--- src/rtl/mem_slot_arbiter_pkg.sv ---
// Shared memory-map types for the slot arbiter and the blocks that reuse its decoder.
// Holds the region/requester enums, the read-tag struct and the default map constants.
package mem_map_pkg;

    typedef enum logic [1:0] {
        REG_RAM = 2'd0,
        REG_ROM = 2'd1,
        REG_IO  = 2'd2
    } region_t;

    typedef enum logic {
        REQ_VID = 1'b0,
        REQ_CPU = 1'b1
    } req_t;

    typedef struct packed {
        logic    valid;
        req_t    req;
        region_t region;
    } tag_t;

    localparam logic [15:0] DEF_ROM_BASE = 16'hB000;
    localparam logic [15:0] DEF_IO_BASE  = 16'hC000;
    localparam int          DEF_IO_SIZE  = 256;

    localparam tag_t TAG_NONE = '{valid: 1'b0, req: REQ_VID, region: REG_RAM};

endpackage

--- src/rtl/mem_slot_arbiter_if.sv ---
// Bundle of the CPU, video and shared-memory signals around the slot arbiter.
// The slave modport is the arbiter's view; master is everything around it.
interface mem_slot_arbiter_if #(
    parameter int ADDR_W = 16,
    parameter int DATA_W = 8
);
    logic [ADDR_W-1:0] cpu_adr;
    logic              cpu_we;
    logic [DATA_W-1:0] cpu_dbo;
    logic [ADDR_W-1:0] vid_adr;
    logic              vid_en;
    logic [ADDR_W-1:0] mem_adr;
    logic [DATA_W-1:0] mem_dbo;
    logic              ram_we;
    logic              io_we;
    logic              io_cs;
    logic [DATA_W-1:0] ram_dbo;
    logic [DATA_W-1:0] rom_dbo;
    logic [DATA_W-1:0] io_dbo;
    logic [DATA_W-1:0] cpu_dbi;
    logic              cpu_rdy;
    logic [DATA_W-1:0] vid_dbi;
    logic              vid_rdy;
    logic              slot_cpu;
    logic              rom_wr_err;

    modport master (
        output cpu_adr, cpu_we, cpu_dbo, vid_adr, vid_en, ram_dbo, rom_dbo, io_dbo,
        input  mem_adr, mem_dbo, ram_we, io_we, io_cs, cpu_dbi, cpu_rdy,
               vid_dbi, vid_rdy, slot_cpu, rom_wr_err
    );

    modport slave (
        input  cpu_adr, cpu_we, cpu_dbo, vid_adr, vid_en, ram_dbo, rom_dbo, io_dbo,
        output mem_adr, mem_dbo, ram_we, io_we, io_cs, cpu_dbi, cpu_rdy,
               vid_dbi, vid_rdy, slot_cpu, rom_wr_err
    );

endinterface

--- src/rtl/mem_slot_arbiter_region_decode.sv ---
// Combinational address-to-region decoder; the I/O window takes priority over ROM.
// The window end is computed one bit wider so a window at the top of memory cannot wrap.
module region_decode
    import mem_map_pkg::*;
#(
    parameter int              ADDR_W   = 16,
    parameter logic [ADDR_W-1:0] ROM_BASE = ADDR_W'(DEF_ROM_BASE),
    parameter logic [ADDR_W-1:0] IO_BASE  = ADDR_W'(DEF_IO_BASE),
    parameter int              IO_SIZE  = DEF_IO_SIZE
) (
    input  logic [ADDR_W-1:0] adr,
    output region_t           region
);

    localparam logic [ADDR_W:0] IO_END = {1'b0, IO_BASE} + (ADDR_W+1)'(IO_SIZE);

    always_comb begin
        region = REG_RAM;
        if ((adr >= IO_BASE) && ({1'b0, adr} < IO_END)) begin
            region = REG_IO;
        end else if (adr >= ROM_BASE) begin
            region = REG_ROM;
        end
    end

endmodule

--- src/rtl/mem_slot_arbiter.sv ---
// Time-slot arbiter between video (slot 0) and CPU (slot 1) on the shared memory bus.
// Read tags travel down a short pipeline so returning data is steered to the right requester.
module mem_slot_arbiter
    import mem_map_pkg::*;
#(
    parameter int              ADDR_W   = 16,
    parameter int              DATA_W   = 8,
    parameter int              SLOTS    = 2,
    parameter int              RD_LAT   = 1,
    parameter logic [ADDR_W-1:0] ROM_BASE = ADDR_W'(DEF_ROM_BASE),
    parameter logic [ADDR_W-1:0] IO_BASE  = ADDR_W'(DEF_IO_BASE),
    parameter int              IO_SIZE  = DEF_IO_SIZE
) (
    input  logic           mem_phi,
    input  logic           reset,
    mem_slot_arbiter_if.slave bus
);

    localparam int              PH_W    = (SLOTS > 1) ? $clog2(SLOTS) : 1;
    localparam logic [PH_W-1:0] PH_LAST = PH_W'(SLOTS - 1);

    logic [PH_W-1:0]   phase_q, phase_d;
    logic [ADDR_W-1:0] mem_adr_q, mem_adr_d;
    logic [DATA_W-1:0] mem_dbo_q, mem_dbo_d;
    logic              ram_we_q, ram_we_d;
    logic              io_we_q, io_we_d;
    logic              io_cs_q, io_cs_d;
    logic [DATA_W-1:0] cpu_dbi_q, cpu_dbi_d;
    logic [DATA_W-1:0] vid_dbi_q, vid_dbi_d;
    logic              cpu_rdy_q, cpu_rdy_d;
    logic              vid_rdy_q, vid_rdy_d;
    logic              slot_cpu_q, slot_cpu_d;
    logic              rom_wr_err_q, rom_wr_err_d;
    tag_t              tag_q [RD_LAT+1];
    tag_t              tag_d [RD_LAT+1];

    logic [ADDR_W-1:0] slot_adr;
    region_t           slot_region;
    tag_t              head_tag;
    logic [DATA_W-1:0] rd_data;

    assign slot_adr = (phase_q == PH_W'(0)) ? bus.vid_adr : bus.cpu_adr;
    assign head_tag = tag_q[RD_LAT];

    region_decode #(
        .ADDR_W   (ADDR_W),
        .ROM_BASE (ROM_BASE),
        .IO_BASE  (IO_BASE),
        .IO_SIZE  (IO_SIZE)
    ) u_region_decode (
        .adr    (slot_adr),
        .region (slot_region)
    );

    always_comb begin
        case (head_tag.region)
            REG_ROM: rd_data = bus.rom_dbo;
            REG_IO:  rd_data = bus.io_dbo;
            default: rd_data = bus.ram_dbo;
        endcase
    end

    always_comb begin
        phase_d      = (phase_q == PH_LAST) ? PH_W'(0) : phase_q + PH_W'(1);
        mem_adr_d    = mem_adr_q;
        mem_dbo_d    = mem_dbo_q;
        slot_cpu_d   = slot_cpu_q;
        cpu_dbi_d    = cpu_dbi_q;
        vid_dbi_d    = vid_dbi_q;
        ram_we_d     = 1'b0;
        io_we_d      = 1'b0;
        io_cs_d      = 1'b0;
        rom_wr_err_d = 1'b0;
        cpu_rdy_d    = 1'b0;
        vid_rdy_d    = 1'b0;
        tag_d[0]     = TAG_NONE;
        for (int i = 1; i <= RD_LAT; i++) begin
            tag_d[i] = tag_q[i-1];
        end

        if (phase_q == PH_W'(0)) begin
            if (bus.vid_en) begin
                mem_adr_d  = bus.vid_adr;
                slot_cpu_d = 1'b0;
                tag_d[0]   = '{valid: 1'b1, req: REQ_VID, region: slot_region};
            end
        end else if (phase_q == PH_W'(1)) begin
            mem_adr_d  = bus.cpu_adr;
            mem_dbo_d  = bus.cpu_dbo;
            slot_cpu_d = 1'b1;
            io_cs_d    = (slot_region == REG_IO);
            if (bus.cpu_we) begin
                ram_we_d     = (slot_region == REG_RAM);
                io_we_d      = (slot_region == REG_IO);
                rom_wr_err_d = (slot_region == REG_ROM);
            end else begin
                tag_d[0] = '{valid: 1'b1, req: REQ_CPU, region: slot_region};
            end
        end

        // The tag at the head marks the cycle its read data is on the return buses.
        if (head_tag.valid) begin
            if (head_tag.req == REQ_CPU) begin
                cpu_dbi_d = rd_data;
                cpu_rdy_d = 1'b1;
            end else begin
                vid_dbi_d = rd_data;
                vid_rdy_d = 1'b1;
            end
        end
    end

    always_ff @(posedge mem_phi) begin
        if (reset) begin
            phase_q      <= '0;
            mem_adr_q    <= '0;
            mem_dbo_q    <= '0;
            ram_we_q     <= 1'b0;
            io_we_q      <= 1'b0;
            io_cs_q      <= 1'b0;
            cpu_dbi_q    <= '0;
            vid_dbi_q    <= '0;
            cpu_rdy_q    <= 1'b0;
            vid_rdy_q    <= 1'b0;
            slot_cpu_q   <= 1'b0;
            rom_wr_err_q <= 1'b0;
            for (int i = 0; i <= RD_LAT; i++) begin
                tag_q[i] <= TAG_NONE;
            end
        end else begin
            phase_q      <= phase_d;
            mem_adr_q    <= mem_adr_d;
            mem_dbo_q    <= mem_dbo_d;
            ram_we_q     <= ram_we_d;
            io_we_q      <= io_we_d;
            io_cs_q      <= io_cs_d;
            cpu_dbi_q    <= cpu_dbi_d;
            vid_dbi_q    <= vid_dbi_d;
            cpu_rdy_q    <= cpu_rdy_d;
            vid_rdy_q    <= vid_rdy_d;
            slot_cpu_q   <= slot_cpu_d;
            rom_wr_err_q <= rom_wr_err_d;
            for (int i = 0; i <= RD_LAT; i++) begin
                tag_q[i] <= tag_d[i];
            end
        end
    end

    assign bus.mem_adr    = mem_adr_q;
    assign bus.mem_dbo    = mem_dbo_q;
    assign bus.ram_we     = ram_we_q;
    assign bus.io_we      = io_we_q;
    assign bus.io_cs      = io_cs_q;
    assign bus.cpu_dbi    = cpu_dbi_q;
    assign bus.vid_dbi    = vid_dbi_q;
    assign bus.cpu_rdy    = cpu_rdy_q;
    assign bus.vid_rdy    = vid_rdy_q;
    assign bus.slot_cpu   = slot_cpu_q;
    assign bus.rom_wr_err = rom_wr_err_q;

endmodule

--- src/flat_wrapper.sv ---
// flat-port wrapper written by rule: the top's interface ports become plain ports
module mem_slot_arbiter_flat import mem_map_pkg::*;
#(
    parameter int              ADDR_W   = 16,
    parameter int              DATA_W   = 8,
    parameter int              SLOTS    = 2,
    parameter int              RD_LAT   = 1,
    parameter logic [ADDR_W-1:0] ROM_BASE = ADDR_W'(DEF_ROM_BASE),
    parameter logic [ADDR_W-1:0] IO_BASE  = ADDR_W'(DEF_IO_BASE),
    parameter int              IO_SIZE  = DEF_IO_SIZE
)
  (mem_phi, reset, bus_cpu_adr, bus_cpu_we, bus_cpu_dbo, bus_vid_adr, bus_vid_en, bus_ram_dbo, bus_rom_dbo, bus_io_dbo, bus_mem_adr, bus_mem_dbo, bus_ram_we, bus_io_we, bus_io_cs, bus_cpu_dbi, bus_cpu_rdy, bus_vid_dbi, bus_vid_rdy, bus_slot_cpu, bus_rom_wr_err);
  mem_slot_arbiter_if #(.ADDR_W(ADDR_W), .DATA_W(DATA_W)) bus_i ();
  input  logic mem_phi;
  input  logic reset;
  input wire logic [$bits(bus_i.cpu_adr)-1:0] bus_cpu_adr;
  input wire logic [$bits(bus_i.cpu_we)-1:0] bus_cpu_we;
  input wire logic [$bits(bus_i.cpu_dbo)-1:0] bus_cpu_dbo;
  input wire logic [$bits(bus_i.vid_adr)-1:0] bus_vid_adr;
  input wire logic [$bits(bus_i.vid_en)-1:0] bus_vid_en;
  input wire logic [$bits(bus_i.ram_dbo)-1:0] bus_ram_dbo;
  input wire logic [$bits(bus_i.rom_dbo)-1:0] bus_rom_dbo;
  input wire logic [$bits(bus_i.io_dbo)-1:0] bus_io_dbo;
  output wire logic [$bits(bus_i.mem_adr)-1:0] bus_mem_adr;
  output wire logic [$bits(bus_i.mem_dbo)-1:0] bus_mem_dbo;
  output wire logic [$bits(bus_i.ram_we)-1:0] bus_ram_we;
  output wire logic [$bits(bus_i.io_we)-1:0] bus_io_we;
  output wire logic [$bits(bus_i.io_cs)-1:0] bus_io_cs;
  output wire logic [$bits(bus_i.cpu_dbi)-1:0] bus_cpu_dbi;
  output wire logic [$bits(bus_i.cpu_rdy)-1:0] bus_cpu_rdy;
  output wire logic [$bits(bus_i.vid_dbi)-1:0] bus_vid_dbi;
  output wire logic [$bits(bus_i.vid_rdy)-1:0] bus_vid_rdy;
  output wire logic [$bits(bus_i.slot_cpu)-1:0] bus_slot_cpu;
  output wire logic [$bits(bus_i.rom_wr_err)-1:0] bus_rom_wr_err;
  assign bus_i.cpu_adr = bus_cpu_adr;
  assign bus_i.cpu_we = bus_cpu_we;
  assign bus_i.cpu_dbo = bus_cpu_dbo;
  assign bus_i.vid_adr = bus_vid_adr;
  assign bus_i.vid_en = bus_vid_en;
  assign bus_i.ram_dbo = bus_ram_dbo;
  assign bus_i.rom_dbo = bus_rom_dbo;
  assign bus_i.io_dbo = bus_io_dbo;
  assign bus_mem_adr = bus_i.mem_adr;
  assign bus_mem_dbo = bus_i.mem_dbo;
  assign bus_ram_we = bus_i.ram_we;
  assign bus_io_we = bus_i.io_we;
  assign bus_io_cs = bus_i.io_cs;
  assign bus_cpu_dbi = bus_i.cpu_dbi;
  assign bus_cpu_rdy = bus_i.cpu_rdy;
  assign bus_vid_dbi = bus_i.vid_dbi;
  assign bus_vid_rdy = bus_i.vid_rdy;
  assign bus_slot_cpu = bus_i.slot_cpu;
  assign bus_rom_wr_err = bus_i.rom_wr_err;
  mem_slot_arbiter #(.ADDR_W(ADDR_W), .DATA_W(DATA_W), .SLOTS(SLOTS), .RD_LAT(RD_LAT), .ROM_BASE(ROM_BASE), .IO_BASE(IO_BASE), .IO_SIZE(IO_SIZE)) u_core (.mem_phi(mem_phi), .reset(reset), .bus(bus_i));
endmodule
--- config.mk ---
export PLATFORM = sky130hd
export DESIGN_NAME = mem_slot_arbiter_flat
export DESIGN_NICKNAME = d
export VERILOG_FILES = /design/src/rtl/mem_slot_arbiter_pkg.sv /design/src/rtl/mem_slot_arbiter_if.sv /design/src/rtl/mem_slot_arbiter_region_decode.sv /design/src/rtl/mem_slot_arbiter.sv /design/src/flat_wrapper.sv
export SDC_FILE = /design/constraint.sdc
export NUM_CORES = 1
export LEC_CHECK = 0
export ABC_AREA = 1
export CELL_PAD_IN_SITES_DETAIL_PLACEMENT = 1
export CELL_PAD_IN_SITES_GLOBAL_PLACEMENT = 1
export CORE_MARGIN = 2
export CORE_UTILIZATION = 24
export DETAILED_ROUTE_END_ITERATION = 8
export GPL_TIMING_DRIVEN = 0
export PLACE_DENSITY_LB_ADDON = 0.08
export SYNTH_ARGS = -nofsm -noshare
export SYNTH_HDL_FRONTEND = slang
export SYNTH_SLANG_ARGS = --single-unit
--- constraint.sdc ---
create_clock -name mem_phi -period 1.7 [get_ports mem_phi]
set_clock_uncertainty 0.2 [all_clocks]
set_input_delay 0.34 -clock mem_phi [delete_from_list [all_inputs] [get_ports mem_phi]]
set_output_delay 0.34 -clock mem_phi [all_outputs]
set_load 0.02 [all_outputs]
## Word-level counts from Yosys, hierarchy flattened

Memories as Yosys holds them, arrays and structs flattened.
Cells that the tools add are included.

| storage, ports and cells | value |
|---|---|
| flip-flop bits (word level) | 48 |
| RAM bits | 8 |
| input bits | 68 |
| output and inout port bits | 47 |
| word-level logic and storage cells | 54 |
| memories | 1 |

Memories:

| name | words | width | rd ports | clocked after Yosys merged registers in | write ports | RTL line | text |
|---|---|---|---|---|---|---|---|
| u_core.tag_q | 2 | 4 | 2 | 0 | 2 | mem_slot_arbiter.sv:34 | `tag_t tag_q [RD_LAT+1];` |

| cells by class | value |
|---|---|
| add/subtract/negate cells | 1 |
| order comparisons | 3 |
| equality and inequality tests | 4 |
| multiplexer cells | 18 |
| bitwise gates (word level) | 6 |
| reduce and logical (&&, ||, !) cells | 9 |

Operators by type and width:

| operator | number |
|---|---|
| two-way mux 16 bit | 3 |
| >= comparator 16 bit (second input constant) | 2 |
| two-way mux 4 bit | 5 |
| less-than comparator 16 bit (second input constant) | 1 |
| one-hot mux 8 bit (2 select lines) | 1 |
| two-way mux 1 bit | 8 |
| OR reduction 2 bit | 3 |
| == test 2 x 1 -> 1 bit (second input constant) | 2 |
| == test 2 bit (second input constant) | 2 |
| NOT 1 bit | 4 |
| AND reduction 2 bit | 2 |
| OR reduction 3 bit | 1 |
| zero test 2 bit | 1 |
| two-way mux 2 bit | 1 |
| OR 1 bit | 2 |
| nonzero test 2 bit | 1 |
| adder 1 bit (second input constant) | 1 |
| logical AND 1 bit | 1 |

## Logic depth before layout (Yosys ltp)

| depth | value |
|---|---|
| word-level depth | 7 |
| mapped depth | 9 |
| mapped depth without buffers | 8 |

## Cells and area by module

A second synthesis with hierarchy kept.

| unflattened totals | value |
|---|---|
| cells, all modules | 317 |
| area, all modules | 2,469.9 sq um |

By module, submodules not included:

| module | instances | cells an instance | area an instance (sq um) | seq. area each (sq um) |
|---|---|---|---|---|
| mem_slot_arbiter | 1 | 305 | 2,411.1 | 1,121.1 |
| region_decode | 1 | 12 | 58.8 | 0.0 |

## Least setup slack after synthesis

OpenSTA, ideal clock, no wires.

| path | value |
|---|---|
| path kind | register -> register |
| start point | memory u_core.tag_q[0][4] (netlist name) |
| end point | register u_core.cpu_dbi_q[5], in the netlist u_core.bus.cpu_dbi[5] |
| setup time | 0.126 ns |
| arrival | 1.254 ns |
| required time | 1.374 ns |
| slack | 0.120 ns |
| cell stages (with the launch flop) | 8 |
| path buffers | 1 |
| clock period less this slack | 1.580 ns |
| path through | dfxtp_1 > inv_1 > ha_1 > inv_1 > clkbuf_1 > nand3_1 > o21ai_0 > a21oi_1 |

RTL lines:

| what | RTL line | text |
|---|---|---|
| start, declared | mem_slot_arbiter.sv:34 |  |
| end signal, assigned | mem_slot_arbiter.sv:137 | `cpu_dbi_q <= cpu_dbi_d;` |
| end, declared | mem_slot_arbiter.sv:28 | `logic [DATA_W-1:0] cpu_dbi_q, cpu_dbi_d;` |

==> results.md <==
- CTS Buf Count: 5
- Final period util: 93.9%
- Final Cell Area: 0.00360 mm²
- RSZ-0062 raised after global routing: no
- Drt via density: 4.45
- Busiest grt layer: met2
- # rows: 35
- Die ar.: 0.0103 mm²
- CTS tree: yes
- CTS root buf: clkbuf_8
- Setup crit start kind: flip-flop
- # DRC: 0
- Synth Warn #: 0
- Max incr delay on CP: 350 ps
- Max_slew headroom: 72.2%
- Met3 Usage GRT: 4.49%
- Gr ovfl total: 0
- Grt met1 use: 17.3%
- Final hold slack: 131 ps
- Worst Path Required: 1690 ps
- Slew @ Worst Pin: 416 ps
- Yosys cell types: 20
- Number of port buffers: 113
- Initial antenna violation count: 0
- DP Cell Count: 525
- Sink Count: 56
- Worst min-delay path category: in2reg
- Max VDD drop: 0.000398 V
- Met2 Use GR: 24.4%
- Syn Nets: 371
- CTS H-tree lvls: 2
- CP Data Arrival Time: 1580 ps
- Final min period: 1600 ps
- Routed WL per cell: 13.5 µm
- Synthesized area: 0.00227 mm²
- Largest net degree at the start of global routing: 21
- Drt pass-1 iters: 4
- Design Power: 2.75 mW
- WS Path Type: reg2reg
- Post-route ant nets: 0
- Top fanout value on the critical path: 10
- Status: finished, final reports clean
- Setup TNS: 0 ps
- Slowest CP cell: dfxtp_1
- Placer Congestion: 0.712
- CP endpoint kind: flip-flop
- Hold Fails Final Rpt: 0
- Final setup viols: 0
- Placed cell area: 0.00354 mm²
- WL final: 7170 µm
- Total Nets Final: 491
- LEAKAGE: 1.76 nW
- Core Area: 0.00920 mm²
- Sequential share of the synthesized area: 49.3%
- First-pass GRT wire length: 11300 µm
- Share of cells above drive strength 1: 9.72%
- Worst path cell trace: inv_1 > ha_1 > inv_2 > buf_6 > o21ai_0 > a21oi_1
- Syn_area_per_cell: 7.56 µm²
- Die extent in y: 101 µm
- GRT Overall Usage: 14.1%
- # diodes: 0
- Max Clock Freq: 626 MHz
- Initial core utilization: 24.7%
- Worst-path clk slew: 110 ps
- CTS Buffer Depth: 2
- I/O Pins: 115
- Vias after detailed routing: 2372
- Cell area power density: 764 mW/mm²
- Worst skew pair latency: 310 ps
- MaxCap Viol Count: 0
- Die Span X: 101 µm
- Flops & latches, synth: 56
- Final Max Tran Viols: 0
- CTS hold repair buffers: 0
- Vias in the first global route: 2299
- Syn Inst Count: 301
- Iteration-0 DRC Markers: 42
- Non-filler cells, final: 533
- Area Growth Syn to Fin: 58.5%
- Dpl hpwl: 5700 µm
[layer usage]
metal  wire, µm  share of wire (%)
met4         55               0.77
met5          0                  0
met2       3640                 51
met3        459                6.4
met1       3020                 42
[critical path: cells and delay by family, from the launching register on]
family / cells / cell delay [ps]
AO/OA/AOI/OAI: 2 / 420
adder cells (fa/ha/maj): 1 / 280
buffers and inverters: 3 / 230
flip-flops: 1 / 350
[cells in the mapped netlist, drive strengths merged]
cell type | count | area, µm²
buf | 10 | 73.8
nand2 | 86 | 340
clkbuf | 4 | 15.0
ha | 2 | 25.0
dfxtp | 56 | 1120
a21oi | 25 | 129
a22oi | 2 | 15.0
nand3 | 16 | 80.1
nor3 | 1 | 5.00
o21ai | 33 | 165
a22o | 8 | 70.1
inv | 39 | 146
nor2 | 19 | 88.8
[registers in the layout, summed over array words and instances (netlist names)]
| register | cells |
|---|---|
| u_core.bus.io_we | 1 |
| u_core.bus.vid_dbi | 8 |
| u_core.phase_q | 1 |
| u_core.bus.slot_cpu | 1 |
| u_core.bus.ram_we | 1 |
| u_core.bus.mem_dbo | 8 |
| u_core.tag_q | 8 |
| u_core.bus.rom_wr_err | 1 |
| u_core.bus.io_cs | 1 |
| u_core.bus.cpu_rdy | 1 |
| u_core.bus.mem_adr | 16 |
| u_core.bus.cpu_dbi | 8 |
| u_core.bus.vid_rdy | 1 |
[through the flow]
stage          worst slack [ps]  utilization [%]
2_1_floorplan               120                -
3_3_place_gp               -277             38.5
3_5_place_dp               -284             38.5
4_1_cts                    11.9             39.0
5_1_grt                    17.4             39.2
6_report                    103             39.2
[cell type report]
type / count / area (µm²)
fillers: 1152 / 5590
flip-flops and latches: 56 / 1120
repair buffers: 115 / 1090
multi-input cells: 192 / 923
inverters: 39 / 146
well taps: 111 / 139
plain buffers: 12 / 88.8
clock buffers: 5 / 68.8
clock inverters: 3 / 28.8
[what timing repair did]
action	CTS	global route
gates resized for setup	50	5
endpoints found under the setup margin	63	19
pin swaps	0	0
buffers inserted	0	2
[cell families after synthesis]
kind of cell	synth area share (%)
AOI/OAI and AO/OA	16.7
DFF	49.3
adders and majority gates	1.10
buffers and inverters	10.3
and+or+nand+nor	22.6
[layout by cell type (no fill, tap or decap)]
master	n
o21ai_1	10
o21ai_0	23
buf_6	4
nor2_1	12
buf_4	4
nor2_4	1
a21oi_1	24
inv_6	2
clkbuf_8	5
clkbuf_1	1
dlygate4sd2_1	47
a22o_1	8
nand3_1	16
nand2_1	79
inv_2	4
inv_1	35
dfxtp_1	55
ha_1	2
nand2_2	7
nor2_2	6
buf_2	5
dfxtp_2	1
clkdlybuf4s50_1	66
nor3_1	1
a22oi_1	2
inv_8	1
a21oi_2	1
[worst paths after layout]
kind | start | end | slack (ps) | cells after the start
worst max-delay path | u_core.tag_q[0][4] | u_core.bus.cpu_dbi[4] | 100 | 6
worst min-delay path | reset | u_core.tag_q[0][7] | 130 | 2
worst max register to register | u_core.tag_q[0][4] | u_core.bus.cpu_dbi[4] | 100 | 6
worst min register to register | u_core.tag_q[0][3] | u_core.tag_q[0][7] | 220 | 2
[power by group]
| part | internal [mW] | total [mW] | switching [mW] |
|---|---|---|---|
| clock | 0.312 | 0.790 | 0.478 |
| combinational | 0.273 | 0.550 | 0.277 |
| sequential | 1.38 | 1.41 | 0.0354 |
Power figures use the tool's default switching activity.
